==> src/rtl/uart_tx.sv <==
// 8N1 UART transmitter with valid/ready byte intake and registered serial line.
// Define UART_TX_FIFO_EN to replace the single holding register with a 4-entry FIFO.
module uart_tx #(
  parameter int unsigned CLKS_PER_BIT = 722,
  parameter bit          LSB_FIRST    = 1'b1
) (
  input  logic       clk,
  input  logic       rst_n,
  input  logic [7:0] i_data,
  input  logic       i_valid,
  output logic       o_ready,
  output logic       o_tx,
  output logic       o_busy,
  output logic       o_done
);

  localparam int unsigned DATA_W = 8;
  localparam int unsigned CNT_W  = 14;
  localparam int unsigned IDX_W  = 3;
  localparam logic [CNT_W-1:0] CNT_LAST = CNT_W'(CLKS_PER_BIT - 1);
  localparam logic [IDX_W-1:0] IDX_LAST = IDX_W'(DATA_W - 1);

  typedef enum logic [1:0] {S_IDLE, S_START, S_DATA, S_STOP} state_e;

  logic              push;
  logic              pop;
  logic              buf_empty;
  logic [DATA_W-1:0] buf_head;
  logic              ready_q, ready_d;

  assign push    = i_valid & ready_q;
  assign o_ready = ready_q;

`ifdef UART_TX_FIFO_EN
  localparam int unsigned DEPTH  = 4;
  localparam int unsigned PTR_W  = 2;
  localparam int unsigned OCC_W  = 3;

  logic [DATA_W-1:0] mem_q [DEPTH];
  logic [PTR_W-1:0]  wr_ptr_q, wr_ptr_d;
  logic [PTR_W-1:0]  rd_ptr_q, rd_ptr_d;
  logic [OCC_W-1:0]  count_q, count_d;

  // Pointers wrap naturally at 2 bits; ready depends only on the next occupancy.
  always_comb begin
    wr_ptr_d = wr_ptr_q + PTR_W'(push);
    rd_ptr_d = rd_ptr_q + PTR_W'(pop);
    count_d  = count_q + OCC_W'(push) - OCC_W'(pop);
    ready_d  = (count_d != OCC_W'(DEPTH));
  end

  assign buf_empty = (count_q == '0);
  assign buf_head  = mem_q[rd_ptr_q];

  always_ff @(posedge clk or negedge rst_n) begin
    if (!rst_n) begin
      for (int i = 0; i < DEPTH; i++) mem_q[i] <= '0;
      wr_ptr_q <= '0;
      rd_ptr_q <= '0;
      count_q  <= '0;
      ready_q  <= 1'b1;
    end else begin
      if (push) mem_q[wr_ptr_q] <= i_data;
      wr_ptr_q <= wr_ptr_d;
      rd_ptr_q <= rd_ptr_d;
      count_q  <= count_d;
      ready_q  <= ready_d;
    end
  end
`else
  logic              full_q, full_d;
  logic [DATA_W-1:0] hold_q;

  // A push only happens while empty, so push and pop never coincide here.
  always_comb begin
    full_d  = push | (full_q & ~pop);
    ready_d = ~full_d;
  end

  assign buf_empty = ~full_q;
  assign buf_head  = hold_q;

  always_ff @(posedge clk or negedge rst_n) begin
    if (!rst_n) begin
      full_q  <= 1'b0;
      hold_q  <= '0;
      ready_q <= 1'b1;
    end else begin
      if (push) hold_q <= i_data;
      full_q  <= full_d;
      ready_q <= ready_d;
    end
  end
`endif

  state_e            state_q, state_d;
  logic [CNT_W-1:0]  cnt_q, cnt_d;
  logic [IDX_W-1:0]  idx_q, idx_d;
  logic [DATA_W-1:0] shift_q, shift_d;
  logic              tx_q, tx_d;
  logic              busy_q, busy_d;
  logic              done_q, done_d;

  function automatic logic sel_bit(input logic [DATA_W-1:0] b, input logic [IDX_W-1:0] i);
    return LSB_FIRST ? b[i] : b[IDX_LAST - i];
  endfunction

  // Next-state logic; outputs are derived from the next state so the line is registered.
  always_comb begin
    state_d = state_q;
    cnt_d   = cnt_q;
    idx_d   = idx_q;
    shift_d = shift_q;
    pop     = 1'b0;
    tx_d    = 1'b1;
    busy_d  = 1'b0;
    done_d  = 1'b0;

    unique case (state_q)
      S_IDLE: begin
        if (!buf_empty) begin
          pop     = 1'b1;
          shift_d = buf_head;
          cnt_d   = '0;
          state_d = S_START;
        end
      end
      S_START: begin
        if (cnt_q == CNT_LAST) begin
          cnt_d   = '0;
          idx_d   = '0;
          state_d = S_DATA;
        end else begin
          cnt_d = cnt_q + CNT_W'(1);
        end
      end
      S_DATA: begin
        if (cnt_q == CNT_LAST) begin
          cnt_d = '0;
          if (idx_q == IDX_LAST) state_d = S_STOP;
          else                   idx_d   = idx_q + IDX_W'(1);
        end else begin
          cnt_d = cnt_q + CNT_W'(1);
        end
      end
      S_STOP: begin
        if (cnt_q == CNT_LAST) begin
          cnt_d = '0;
          if (!buf_empty) begin
            pop     = 1'b1;
            shift_d = buf_head;
            state_d = S_START;
          end else begin
            state_d = S_IDLE;
          end
        end else begin
          cnt_d = cnt_q + CNT_W'(1);
        end
      end
      default: state_d = S_IDLE;
    endcase

    unique case (state_d)
      S_START: tx_d = 1'b0;
      S_DATA:  tx_d = sel_bit(shift_d, idx_d);
      default: tx_d = 1'b1;
    endcase
    busy_d = (state_d != S_IDLE);
    done_d = (state_d == S_STOP) && (cnt_d == CNT_LAST);
  end

  always_ff @(posedge clk or negedge rst_n) begin
    if (!rst_n) begin
      state_q <= S_IDLE;
      cnt_q   <= '0;
      idx_q   <= '0;
      shift_q <= '0;
      tx_q    <= 1'b1;
      busy_q  <= 1'b0;
      done_q  <= 1'b0;
    end else begin
      state_q <= state_d;
      cnt_q   <= cnt_d;
      idx_q   <= idx_d;
      shift_q <= shift_d;
      tx_q    <= tx_d;
      busy_q  <= busy_d;
      done_q  <= done_d;
    end
  end

  assign o_tx   = tx_q;
  assign o_busy = busy_q;
  assign o_done = done_q;

endmodule

==> config.mk <==
export PLATFORM = sky130hd
export DESIGN_NAME = uart_tx
export DESIGN_NICKNAME = d
export VERILOG_FILES = /design/src/rtl/uart_tx.sv
export SDC_FILE = /design/constraint.sdc
export NUM_CORES = 1
export LEC_CHECK = 0
export CORE_MARGIN = 4
export CORE_UTILIZATION = 50
export CTS_CLUSTER_DIAMETER = 150
export DETAILED_ROUTE_END_ITERATION = 16
export PLACE_DENSITY = 0.8
export SLEW_MARGIN = 20
export SYNTH_ARGS = -nofsm -noshare
export SYNTH_HDL_FRONTEND = slang
export SYNTH_SLANG_ARGS = --single-unit
export TNS_END_PERCENT = 30
==> constraint.sdc <==
create_clock -name clk -period 4 [get_ports clk]
set_input_delay 0.4 -clock clk [delete_from_list [all_inputs] [get_ports clk]]
set_output_delay 0.4 -clock clk [all_outputs]
set_load 0.02 [all_outputs]
## Word level (Yosys, flattened, before mapping)

Cells that the tools add are included.

| word-level totals | value |
|---|---|
| register bits | 40 |
| bits in latches | 0 |
| memory bits (writable) | 0 |
| bits in read-only memories | 0 |
| bits of input ports | 11 |
| output and inout bits | 4 |
| logic and storage cells | 54 |
| memories kept | 0 |

| cells by class | value |
|---|---|
| add/sub/neg operators | 2 |
| multipliers | 0 |
| div/mod/pow operators | 0 |
| order comparisons | 1 |
| equality and inequality tests | 9 |
| shifts and indexed selects | 0 |
| mux-type cells | 23 |
| bitwise gates (word level) | 5 |
| reduce and logical (&&, ||, !) cells | 4 |

Operator list:

| operator | count |
|---|---|
| $eq A14 B10 Y1 const B | 2 |
| $mux W14 | 2 |
| $pmux W14 S2 | 1 |
| $mux W8 | 2 |
| $pmux W8 S2 | 1 |
| $add A14 B1 Y14 const B | 1 |
| $mux W2 | 5 |
| $mux W3 | 3 |
| $eq A2 B2 Y1 const B | 4 |
| $pmux W2 S4 | 1 |
| $pmux W3 S2 | 1 |
| $eq A2 B1 Y1 const B | 2 |
| $lt A3 B4 Y1 const B | 1 |
| $mux W1 | 4 |
| $pmux W1 S2 | 2 |
| $add A3 B1 Y3 const B | 1 |
| $bmux W1 S3 | 1 |
| $eq A3 B3 Y1 const B | 1 |
| $reduce_or A3 Y1 | 1 |
| $and A1 B1 Y1 | 2 |
| $logic_not A2 Y1 | 1 |
| $not A1 Y1 | 2 |
| $reduce_bool A2 Y1 | 1 |
| $logic_and A1 B1 Y1 | 1 |
| $or A1 B1 Y1 | 1 |

## Logic depth before layout (Yosys ltp)

| logic depth | value |
|---|---|
| depth after elaboration | 7 |
| mapped depth | 11 |
| mapped depth without buffers | 10 |

## Worst setup path after synthesis

Ideal clock, no wire load.

| timing path | value |
|---|---|
| kind | register to register |
| start | register cnt_q[1] |
| end | register tx_q (netlist: o_tx) |
| setup time | 83 ps |
| arrival | 2574 ps |
| data required time | 3917 ps |
| path slack | 1343 ps |
| cell stages (with the launch flop) | 10 |
| path buffers | 0 |
| period minus slack after synthesis | 2657 ps |
| cell sequence | dfrtp_1 > inv_1 > ha_1 > or4b_4 > or4_4 > o211ai_4 > mux2_1 > mux2i_1 > nor2_1 > o32a_1 |

| on the way | value |
|---|---|
| longest elaborated chain between the ends | 6 |
| elaborated cells between the ends (all ways) | 15 |
| classes of those cells | eq/ne: 3; mux: 12 |

Ends and longest elaborated chain:

| element | line | source |
|---|---|---|
| start, declared | 97 | `logic [CNT_W-1:0] cnt_q, cnt_d;` |
| start signal, assigned | 183 | `cnt_q <= cnt_d;` |
| $eq A14 B10 Y1 * | 129, 138 |  |
| $mux W3 (on tied branches) | 138, 129 |  |
| $pmux W3 S2 * | 119 | `unique case (state_q)` |
| net idx_d[1] | 98 | `logic [IDX_W-1:0] idx_q, idx_d;` |
| $bmux W1 S3 * | 105 | `return LSB_FIRST ? b[i] : b[IDX_LAST - i];` |
| $mux W1 (not written as such) * | 105 |  |
| $pmux W1 S2 * | 163 | `unique case (state_d)` |
| net tx_d | 100 | `logic tx_q, tx_d;` |
| end signal, assigned | 186 | `tx_q <= tx_d;` |
| end, declared | 100 |  |

The timed path passes the listed nets; every way through them passes the cells marked *. The select of a mux whose other input is x is not followed.
A chain may end at the register's enable or synchronous reset.

## Worst setup path after layout

| timing path | value |
|---|---|
| start | register cnt_q[0] |
| end | register done_q (netlist: o_done) |

| on the way | value |
|---|---|
| longest elaborated chain between the ends | 5 |
| elaborated cells between the ends (all ways) | 12 |
| classes of those cells | add/sub: 1; eq/ne: 3; mux: 7; reduce/logical: 1 |

Ends and longest elaborated chain:

| element | line | source |
|---|---|---|
| $add A14 B1 Y14 or $eq A14 B10 Y1 (tied branches) | n/a |  |
| $mux W14 * | 129, 138, 147 |  |
| $pmux W14 S2 * | 119 |  |
| net cnt_d[11] | 97 |  |
| $eq A14 B10 Y1 * | 169 | `done_d = (state_d == S_STOP) && (cnt_d == CNT_LAST);` |
| $logic_and A1 B1 Y1 * | 169 |  |
| net done_d | 102 | `logic done_q, done_d;` |
| end signal, assigned | 188 | `done_q <= done_d;` |
| end, declared | 102 |  |

The timed path passes the listed nets; every way through them passes the cells marked *.

==> results.md <==
- Status: finished, final reports clean
- Hold Fails Final Rpt: 0
- Data required, critical path: roughly 4.2 ns
- Via density: just over 6
- Worst setup path endpoint: o_done$_DFF_PN0_
- Congestion Overflow GR: 0
- Leakage: around 0.0011 uW
- Leading area contributor after synthesis: dfrtp_1
- Clock Pin Slew Worst Setup and Hold Paths: 0.08 ns
- Power Density: ~340 mW/mm2
- Hpwl dp: ~3300 um
- IO Port Bufs: 14
- DR pass1 iterations: 4
- Initial antenna violation count: 0
- Hold Path Class: in -> async
- Critical Path Start: cnt_q[0]$_DFF_PN0_
- Reg-to-reg endpoint: o_done$_DFF_PN0_
- Die Ht: between 70 and 80 um
- Via Count: around 1800
- CTS root buffer: clkbuf_8
- RSZ-0062 raised after global routing: false
- Ant diodes: 0
- Routability cong.: ~0.85
- Peak supply drop: 0.226 mV
- Post-synthesis cell count: 225
- Post-synth EDFFs: 0
- Mean Syn Cell Area: 10.1 um2
- Avg WL per Cell: 16.1 um
- Number of synthesized register bits: 40
- Core Region: between 0.004 and 0.005 mm2
- Die width: 75.5 um
- Fraction of the cycle the final worst path needs: 0.742
- Pin count of the biggest net entering global routing: 41
- First DRT Iteration DRCs: roughly 220
- CP endpoint kind: register
- Worst skew pair latency: around 0.30 ns
- Pwr Total: between 800 and 900 uW
- Hold buffer count at cts: 0
- R2r worst-path depth: 8
- Worst EP arrival: between 3 and 4 ns
- PostCTS Resize Cnt: 0
- Layout cell share with drive strength beyond 1: 0.155
- Post-Syn Nets: about 240
- First-pass GRT wire length: roughly 7600 um
- Ys flop type: dfrtp_1
- Die area: 0.00571 mm2
- Most frequent cells in the layout: dfrtp_1 (38), nand2_1 (26), o21ai_0 (20)
- Post-CTS Setup Bufs: 0
- Setup TNS: 0 ns
- CP max FO: 19
- F_max: 337 MHz
- Final worst slack: a little over 1 ns
- Worst r2r src: cnt_q[0]$_DFF_PN0_
- Total Nets Final: 257
- DP Worst Slack: between 1 and 1.5 ns
- DR DRC count: 0
- Io pins: 15
- DRT antenna net count: 0
- GRT Resource Usage Total: 0.177
- Vias in the first global route: 1647
- Mapped cell area: between 0.002 and 0.0025 mm2
- Final Max Tran Viols: 0
- Worst Skew: between 0.004 and 0.005 ns
- Area growth syn-to-layout: 11.5%
- Row count: 24
- Least-Margin Pin Slew: just under 0.9 ns
- Yosys warns: 0
- Sequential area share after synthesis: 0.440
- Sink Count: 40
- Max-slew headroom at the worst pin: 0.411
- Clock buffer depth: 2
- Num CTS Buffers: 5
- Yosys cell types: 57
- WS Path Type: reg -> reg
- Min Tclk post-route: around 3.0 ns
- Commonest non-fill, non-tap cell in the layout: dfrtp_1
- Initial Util: 0.520
- Startpoint types: register
- Max Cap Viol: 0
- Final setup vio count: 0
- Post-synth ARST share: 1.00
- Htree depth: 2
- Reg-to-reg slack, setup: 1.03 ns
- Final wirelength: around 4700 um
- Synth top area share: 0.417
- CTS tree: built
- Synth area leaders: dfrtp_1 (42%), mux2_2 (4.4%), ha_1 (4.4%)
-- Yosys cell counts (3+ instances only) --
| master | number |
|---|---|
| dfrtp_1 | 38 |
| mux2_2 | 9 |
| nand3_1 | 9 |
| mux2i_1 | 5 |
| clkbuf_1 | 3 |
| a22o_1 | 6 |
| nand2_1 | 26 |
| nor2_1 | 11 |
| o31ai_1 | 9 |
| ha_1 | 8 |
| inv_1 | 13 |
| a21oi_1 | 6 |
| nor3_1 | 5 |
| o21ai_0 | 20 |
| a22oi_1 | 4 |
| buf_2 | 3 |
| and3_1 | 3 |
| a22o_2 | 3 |
-- final cells by class --
class                      instances  area [um2]
clock buffer                       5        68.8
clock inverter                     3        46.3
fill                             376        1840
inverter                          13        48.8
multi-input combinational        164        1170
sequential                        40        1000
tap                               52        65.1
timing repair buffer              14         135
-- logic make-up (layout without fill, tap and decap cells) --
logic type / count (synthesis) / in the layout / share of synthesized area
AO/OA/AOI/OAI: 64 / 64 / 0.209
XOR/XNOR: 4 / 4 / 0.0154
adder cells (fa/ha/maj): 8 / 8 / 0.0439
buffers and inverters: 21 / 35 / 0.0450
flip-flops: 40 / 40 / 0.440
multiplexers: 15 / 15 / 0.0713
AND/OR/NAND/NOR: 73 / 73 / 0.176
-- where the power goes --
group          total [uW]  switching (uW)  internal (uW)
registers             456            19.4            436
clock network         340             153            188
logic                56.1            21.7           34.4
-- worst min path at each step --
stage	cells past startpoint	slack, ns	to	from
3_3_place_gp	2	0.48	shift_q[7]$_DFF_PN0_	shift_q[7]$_DFF_PN0_
4_1_cts	1	0.24	shift_q[4]$_DFF_PN0_	rst_n
2_1_floorplan	0	0.10	buf_head[0]$_DFFE_PN0P_	rst_n
6_report	1	0.21	cnt_q[6]$_DFF_PN0_	rst_n
5_1_grt	1	0.29	shift_q[4]$_DFF_PN0_	rst_n
3_5_place_dp	2	0.48	shift_q[7]$_DFF_PN0_	shift_q[7]$_DFF_PN0_
-- flip-flops by register name, indices dropped and copies added (netlist names) --
signal,flops
cnt_q,14
buf_head,8
shift_q,8
idx_q,3
state_q,2
full_q,1
o_busy,1
o_done,1
o_ready,1
o_tx,1
-- routing by layer --
layer,global-route usage,routed length (um)
met5,0,0
met4,0.0718,93
met3,0.0383,245
met2,0.257,2120
met1,0.255,2240
-- critical path, stage by stage (launching register included) --
cell	delay, ns
dfrtp_1	0.47
ha_1	0.20
nor4b_2	0.26
nand4_1	0.26
nand2b_1	0.53
o21ai_0	0.19
a22o_2	0.29
or4b_1	0.53
nor4_2	0.15
-- through the flow --
step | cells | cell area [um2] | util | hold slack (ns)
after floorplan | 225 | 2280 | - | 0.104
after CTS | 291 | 2540 | 0.580 | 0.245
final | 291 | 2540 | 0.580 | 0.210
after global routing | 291 | 2540 | 0.580 | 0.292
after detailed placement | 283 | 2430 | 0.554 | 0.483
after global placement | 283 | 2430 | 0.554 | 0.479
Power figures use the tool's default switching activity.
